<file path="config.mk">
export PLATFORM = sky130hd
export DESIGN_NAME = adc_capture
export DESIGN_NICKNAME = d
export VERILOG_FILES = /design/src/rtl/adc_capture_pkg.sv /design/src/rtl/sample_decim.sv /design/src/rtl/adc_capture.sv
export SDC_FILE = /design/constraint.sdc
export NUM_CORES = 1
export LEC_CHECK = 0
export ABC_AREA = 1
export BUFFER_PORTS_ARGS = -buffer_cell sky130_fd_sc_hd__buf_2
export CORE_UTILIZATION = 56
export CTS_CLUSTER_SIZE = 12
export DETAILED_ROUTE_END_ITERATION = 6
export GPL_ROUTABILITY_DRIVEN = 0
export GPL_TIMING_DRIVEN = 0
export PLACE_DENSITY = 0.95
export SYNTH_ARGS = -nofsm -noshare
export SYNTH_HDL_FRONTEND = slang
export SYNTH_HIERARCHICAL = 1
export SYNTH_SLANG_ARGS = --single-unit
</file>
<file path="constraint.sdc">
create_clock -name clk -period 3.8 [get_ports clk]
set_input_delay 0.38 -clock clk [delete_from_list [all_inputs] [get_ports clk]]
set_output_delay 0.38 -clock clk [all_outputs]
set_load 0.01 [all_outputs]
</file>
<file path="src/rtl/adc_capture_pkg.sv">
// adc_capture_pkg
// Shared definitions for the ADC capture path and its helpers:
//   - 2-bit capture state encoding (IDLE, ARMED, CAPTURE, DONE)
//   - default widths for the capture block parameters
//   - decimCntWidth(): width of the decimation phase counter
package adc_capture_pkg;

  typedef logic [1:0] cap_state_t;

  localparam cap_state_t ST_IDLE    = 2'd0;
  localparam cap_state_t ST_ARMED   = 2'd1;
  localparam cap_state_t ST_CAPTURE = 2'd2;
  localparam cap_state_t ST_DONE    = 2'd3;

  localparam int DEF_DATAWIDTH = 64;
  localparam int DEF_ADDRWIDTH = 13;
  localparam int DEF_LENWIDTH  = 16;
  localparam int DEF_DECWIDTH  = 8;

  // The phase counter runs 0..decim. The largest decim a DECWIDTH-bit
  // register can hold fits in DECWIDTH bits, so the counter matches it.
  // The width never drops below one bit.
  function automatic int decimCntWidth(input int decWidth);
    return (decWidth < 1) ? 1 : decWidth;
  endfunction

endpackage

</file>
<file path="src/rtl/sample_decim.sv">
// sample_decim
// Decimation phase counter. It keeps 1 of every decim+1 beats that it is
// told to advance on. The same block serves the DAC-side monitor tap.
// Ports:
//   clk       in   clock, rising edge
//   rstn      in   asynchronous active-low reset
//   i_load    in   latch i_decim and restart at phase 0
//   i_decim   in   decimation value; the phase wraps after reaching it
//   i_advance in   one beat consumed; step the phase
//   o_keep    out  the current beat is at phase 0 and should be kept
module sample_decim
  import adc_capture_pkg::*;
#(
  parameter int DECWIDTH = DEF_DECWIDTH
) (
  input  logic                clk,
  input  logic                rstn,
  input  logic                i_load,
  input  logic [DECWIDTH-1:0] i_decim,
  input  logic                i_advance,
  output logic                o_keep
);

  localparam int CW = decimCntWidth(DECWIDTH);

  logic [CW-1:0] r_phase;
  logic [CW-1:0] r_decim;

  always_ff @(posedge clk or negedge rstn) begin
    if (!rstn) begin
      r_phase <= '0;
      r_decim <= '0;
    end else if (i_load) begin
      r_phase <= '0;
      r_decim <= CW'(i_decim);
    end else if (i_advance) begin
      r_phase <= (r_phase == r_decim) ? '0 : r_phase + CW'(1);
    end
  end

  assign o_keep = (r_phase == '0);

endmodule

</file>
<file path="src/rtl/adc_capture.sv">
// adc_capture
// Writes a programmable number of optionally decimated ADC stream beats
// into one BRAM write port once a trigger arrives.
// Ports:
//   clk, rstn          ADC-domain clock, asynchronous active-low reset
//   s_axis_tdata/valid ADC beat stream
//   s_axis_tready      out; 1 out of reset, the block never backpressures
//   arm, abort         single-cycle control pulses; abort wins over arm
//   trig               capture trigger, level-sampled while armed
//   len, decim         capture length and decimation, latched on arm
//   bram_addr/din/we   registered BRAM write port, one cycle after the beat
//   busy               armed or capturing
//   done               sticky completion flag, cleared by arm or reset
//   wr_count           words written in the current or last capture
module adc_capture
  import adc_capture_pkg::*;
#(
  parameter int DATAWIDTH = DEF_DATAWIDTH,
  parameter int ADDRWIDTH = DEF_ADDRWIDTH,
  parameter int LENWIDTH  = DEF_LENWIDTH,
  parameter int DECWIDTH  = DEF_DECWIDTH
) (
  input  logic                 clk,
  input  logic                 rstn,
  input  logic [DATAWIDTH-1:0] s_axis_tdata,
  input  logic                 s_axis_tvalid,
  output logic                 s_axis_tready,
  input  logic                 arm,
  input  logic                 abort,
  input  logic                 trig,
  input  logic [LENWIDTH-1:0]  len,
  input  logic [DECWIDTH-1:0]  decim,
  output logic [ADDRWIDTH-1:0] bram_addr,
  output logic [DATAWIDTH-1:0] bram_din,
  output logic                 bram_we,
  output logic                 busy,
  output logic                 done,
  output logic [LENWIDTH-1:0]  wr_count
);

  cap_state_t           r_state;
  logic [LENWIDTH-1:0]  r_len;
  logic [LENWIDTH-1:0]  r_wrCount;
  logic [ADDRWIDTH-1:0] r_addrNext;
  logic [ADDRWIDTH-1:0] r_bramAddr;
  logic [DATAWIDTH-1:0] r_bramDin;
  logic                 r_bramWe;
  logic                 r_done;
  logic                 r_tready;

  logic                 w_idleLike;
  logic                 w_armLoad;
  logic                 w_trigStart;
  logic                 w_capBeat;
  logic                 w_keep;
  logic                 w_write;
  logic [LENWIDTH-1:0]  w_wrCountNext;

  assign w_idleLike  = (r_state == ST_IDLE) || (r_state == ST_DONE);
  assign w_armLoad   = arm && !abort && w_idleLike;
  assign w_trigStart = (r_state == ST_ARMED) && trig && !abort;

  // The trigger-cycle beat already belongs to the capture window, so it is
  // counted as phase 0. A zero-length capture never opens the window.
  assign w_capBeat = s_axis_tvalid && !abort &&
                     ((w_trigStart && (r_len != '0)) || (r_state == ST_CAPTURE));

  assign w_write       = w_capBeat && w_keep;
  assign w_wrCountNext = r_wrCount + LENWIDTH'(1);

  sample_decim #(
    .DECWIDTH (DECWIDTH)
  ) u_decim (
    .clk       (clk),
    .rstn      (rstn),
    .i_load    (w_armLoad),
    .i_decim   (decim),
    .i_advance (w_capBeat),
    .o_keep    (w_keep)
  );

  // Control and write port share one block. The write path at the bottom
  // overrides the state transition when it issues the final word, so done
  // and the last write strobe land in the same cycle.
  always_ff @(posedge clk or negedge rstn) begin
    if (!rstn) begin
      r_state    <= ST_IDLE;
      r_len      <= '0;
      r_wrCount  <= '0;
      r_addrNext <= '0;
      r_bramAddr <= '0;
      r_bramDin  <= '0;
      r_bramWe   <= 1'b0;
      r_done     <= 1'b0;
      r_tready   <= 1'b0;
    end else begin
      r_tready <= 1'b1;
      r_bramWe <= 1'b0;
      if (abort) begin
        r_state <= ST_IDLE;
        r_done  <= 1'b0;
      end else begin
        case (r_state)
          ST_IDLE, ST_DONE: begin
            if (arm) begin
              r_len      <= len;
              r_wrCount  <= '0;
              r_done     <= 1'b0;
              r_addrNext <= '0;
              r_bramAddr <= '0;
              r_state    <= ST_ARMED;
            end
          end
          ST_ARMED: begin
            if (trig) begin
              if (r_len == '0) begin
                r_state <= ST_DONE;
                r_done  <= 1'b1;
              end else begin
                r_state <= ST_CAPTURE;
              end
            end
          end
          default: begin
          end
        endcase
        if (w_write) begin
          r_bramWe   <= 1'b1;
          r_bramDin  <= s_axis_tdata;
          r_bramAddr <= r_addrNext;
          r_addrNext <= r_addrNext + ADDRWIDTH'(1);
          r_wrCount  <= w_wrCountNext;
          if (w_wrCountNext == r_len) begin
            r_state <= ST_DONE;
            r_done  <= 1'b1;
          end
        end
      end
    end
  end

  assign s_axis_tready = r_tready;
  assign bram_addr     = r_bramAddr;
  assign bram_din      = r_bramDin;
  assign bram_we       = r_bramWe;
  assign done          = r_done;
  assign wr_count      = r_wrCount;
  assign busy          = (r_state == ST_ARMED) || (r_state == ST_CAPTURE);

endmodule

</file>
==> results.json <==
{
  "status": "completed",
  "hold_viol": 0,
  "p_leak_nw": 4.655,
  "drive_gt1_share_pct": 25.02,
  "rrSetupSlack_ps": 1060,
  "final.period_utilization_pct": 72.00,
  "cts_tree": "done",
  "grt_pass1_vias": 6443,
  "core_area_um2": 11470,
  "crit_path_max_fanout": 16,
  "synth_area_leaders": "dfrtp_1 (54%), nand2_1 (20%), inv_1 (3.7%)",
  "seqPwrFrac_pct": 43.0,
  "swShare_pct": 32.07,
  "cts_resized": 0,
  "port_buffers": 190,
  "rsz0062_at_grt": "false",
  "clock_sinks": 143,
  "dp_slack_ps": 1136,
  "end_kind": "flop",
  "yosysMostFrequentCell": "nand2_1",
  "hpwl_um": 12760,
  "fp.dieW_um": 110.8,
  "initial_core_util_pct": 57.83,
  "rr_startpoint": "r_state[0]",
  "final_area_um2": 8374,
  "crit_path_start_kind": "flop",
  "clk_latency_ps": 430,
  "hp-class": "input port to flop",
  "syn_nets": 919,
  "antenna_found_initial": 1,
  "synth_area_um2": 6631,
  "crit_chain": "inv_1 > ha_1 > nand2_1 > nor2_2 > clkbuf_1 > nor2_4 > inv_4 > nand3_2 > nor2_2 > xor2_1 > a21oi_1",
  "cp.required_ps": 4100,
  "wl_per_cell_um": 15.34,
  "min_from": "s_axis_tdata[10]",
  "worstPathArrival_ps": 3040,
  "firstDrtPassIters": 5,
  "finalSetupViolCount": 0,
  "slowest_stage": "clkbuf_1",
  "yosys.area.top_type_share_pct": 53.96,
  "ant_nets": 0,
  "h-tree-depth": 4,
  "async_reset_ff_share_pct": 100.0,
  "areaGrowthSynthToFinish_pct": 26.28,
  "ys.flop_type": "dfrtp_1",
  "postPlaceCellArea_um2": 7795,
  "syn_inst": 819,
  "crit_top_cell": "nor2_2",
  "period_needed_ps": 2736,
  "gr-total-overflow": 0,
  "p_clk_share_pct": 32.7,
  "synth_area_per_cell_um2": 8.097,
  "p_comb_share_pct": 24.3,
  "post_cts.repair.setup_buffers": 0,
  "power_density_nw_per_um2": 589.3,
  "root_buffer": "clkbuf_16",
  "nets": 1130,
  "slew_headroom_pct": 40.98,
  "vdd_drop_max_mv": 0.4537,
  "fin_skew_ps": 11.69,
  "synth_edf_count": 0,
  "ys_ff_latch": 143,
  "critPathMaxStageDelay_ps": 720,
  "grt_max_degree": 73,
  "clkSlewWorstSetupHoldPaths_ps": 60,
  "critical_path_class": "flop to flop",
  "yosysSeqAreaShare_pct": 53.96,
  "hold_buffers": 1,
  "drt_iter0_markers": 532,
  "multi_input_area_um2": 2666,
  "fin_setup_tns_ps": 0,
  "finalMaxSlewViolations": 0,
  "grt_usage_pct": 31.01,
  "worst_pin_slew_ps": 885.3,
  "route.detailed.drc": 0,
  "yosysWarnings": 6,
  "register_area_um2": 3578,
  "rr_endpoint": "u_decim/r_phase[4]",
  "vias": 6387,
  "synth.distinct_cells": 37,
  "rows": 39,
  "p_int_mw": 3.352,
  "netSwitchingPower_mw": 1.582,
  "synth_top_area_cell": "dfrtp_1",
  "cts_max_path_buffers": 2,
  "numCtsBuffers": 17,
  "hold_end": "bram_din[10]",
  "fmax_mhz": 365.5,
  "synth_common_cells": "nand2_1 (361), dfrtp_1 (143), inv_1 (65), nand3_1 (42), o21ai_0 (41)",
  "die_height_um": 110.8,
  "fp.dieArea_um2": 12280,
  "hold_path_depth": 3,
  "layout_setup_ws_ps": 1064,
  "drt_wl_total_um": 18200,
  "r2r_cells": 11,
  "io_pins": 191,
  "n_fill_cell": 813,
  "via_per_inst": 5.381,
  "maxCapViolations": 0,
  "grt_pass1_wl_um": 29630,
  "post-route-util_pct": 73.03
}
worst max path at each step:
stage	startpoint	endpoint	slack, ps	cells after the start
after floorplan	r_state[0]	u_decim/r_phase[4]	1710	11
after global placement	rstn	bram_din[51]	420	1
after detailed placement	r_state[0]	u_decim/r_phase[4]	1140	11
after CTS	r_state[0]	u_decim/r_phase[4]	1090	11
after global routing	r_state[0]	u_decim/r_phase[4]	800	11
final	r_state[0]	u_decim/r_phase[4]	1060	11
cell usage in the layout, fill, tap and decap left out, drive strengths merged, types with 5 or more instances in the layout:
cell	instances
nand2	368
o21ai	45
nor3	8
clkbuf	30
dfrtp	143
buf	208
xor2	11
nand3	45
nand4	6
o22ai	15
clkinv	6
xnor2	5
nor2	46
a21oi	14
ha	6
inv	71
critical path: cells and delay by family (launching register included):
family,cells,cell delay [ps]
AOI/OAI and AO/OA,1,60
and+or+nand+nor,5,840
xor gates and xnor gates,1,160
DFF,1,340
buffers and inverters,3,910
adders and majority gates,1,310
cell families (layout without fill, tap and decap cells):
| kind of cell | after synthesis | count (layout) | synth area share [%] |
|---|---|---|---|
| AOI/OAI and AO/OA | 78 | 78 | 6.378 |
| buffers and inverters | 96 | 320 | 5.830 |
| and+or+nand+nor | 477 | 477 | 29.85 |
| xor gates and xnor gates | 18 | 18 | 2.792 |
| other | 1 | 2 | 0.05655 |
| adders and majority gates | 6 | 6 | 1.132 |
| DFF | 143 | 143 | 53.96 |
power by group through the flow:
stage | combinational (mW) | clock (mW) | sequential [mW]
final | 1.20 | 1.61 | 2.12
after global routing | 1.33 | 1.70 | 2.16
after CTS | 1.19 | 1.63 | 2.12
after detailed placement | 1.19 | 0 | 2.12
after global placement | 1.12 | 0 | 2.12
after floorplan | 0.537 | 0 | 2.23
per-stage QoR:
step	power (mW)	cells	hold WS (ps)
final	4.935	1187	144.4
after CTS	4.938	1186	131.8
after global placement	3.240	1152	456.4
after global routing	5.193	1187	146.0
after floorplan	2.766	819	84.41
after detailed placement	3.309	1153	444.4
routing by layer:
metal	track usage, %	routed length [um]
met3	8.256	1500
met1	36.54	7144
met5	0	0
met4	18.22	726
met2	51.14	8833
final cells by class:
class,count,area share (%)
flip-flops and latches,143,42.73
multi-input cells,580,31.84
repair buffers,192,11.88
clock buffers,22,5.424
inverters,71,3.212
well taps,143,2.137
plain buffers,25,1.404
clock inverters,10,1.345
diodes,1,0.02988
state kept, by name (all words and copies together) (netlist names):
register / flops
bram_addr: 13
bram_din: 64
bram_we: 1
done: 1
r_addrNext: 13
r_len: 16
r_state: 2
s_axis_tready: 1
u_decim/r_decim: 8
u_decim/r_phase: 8
wr_count: 16
(Power assumes the default switching activity.)
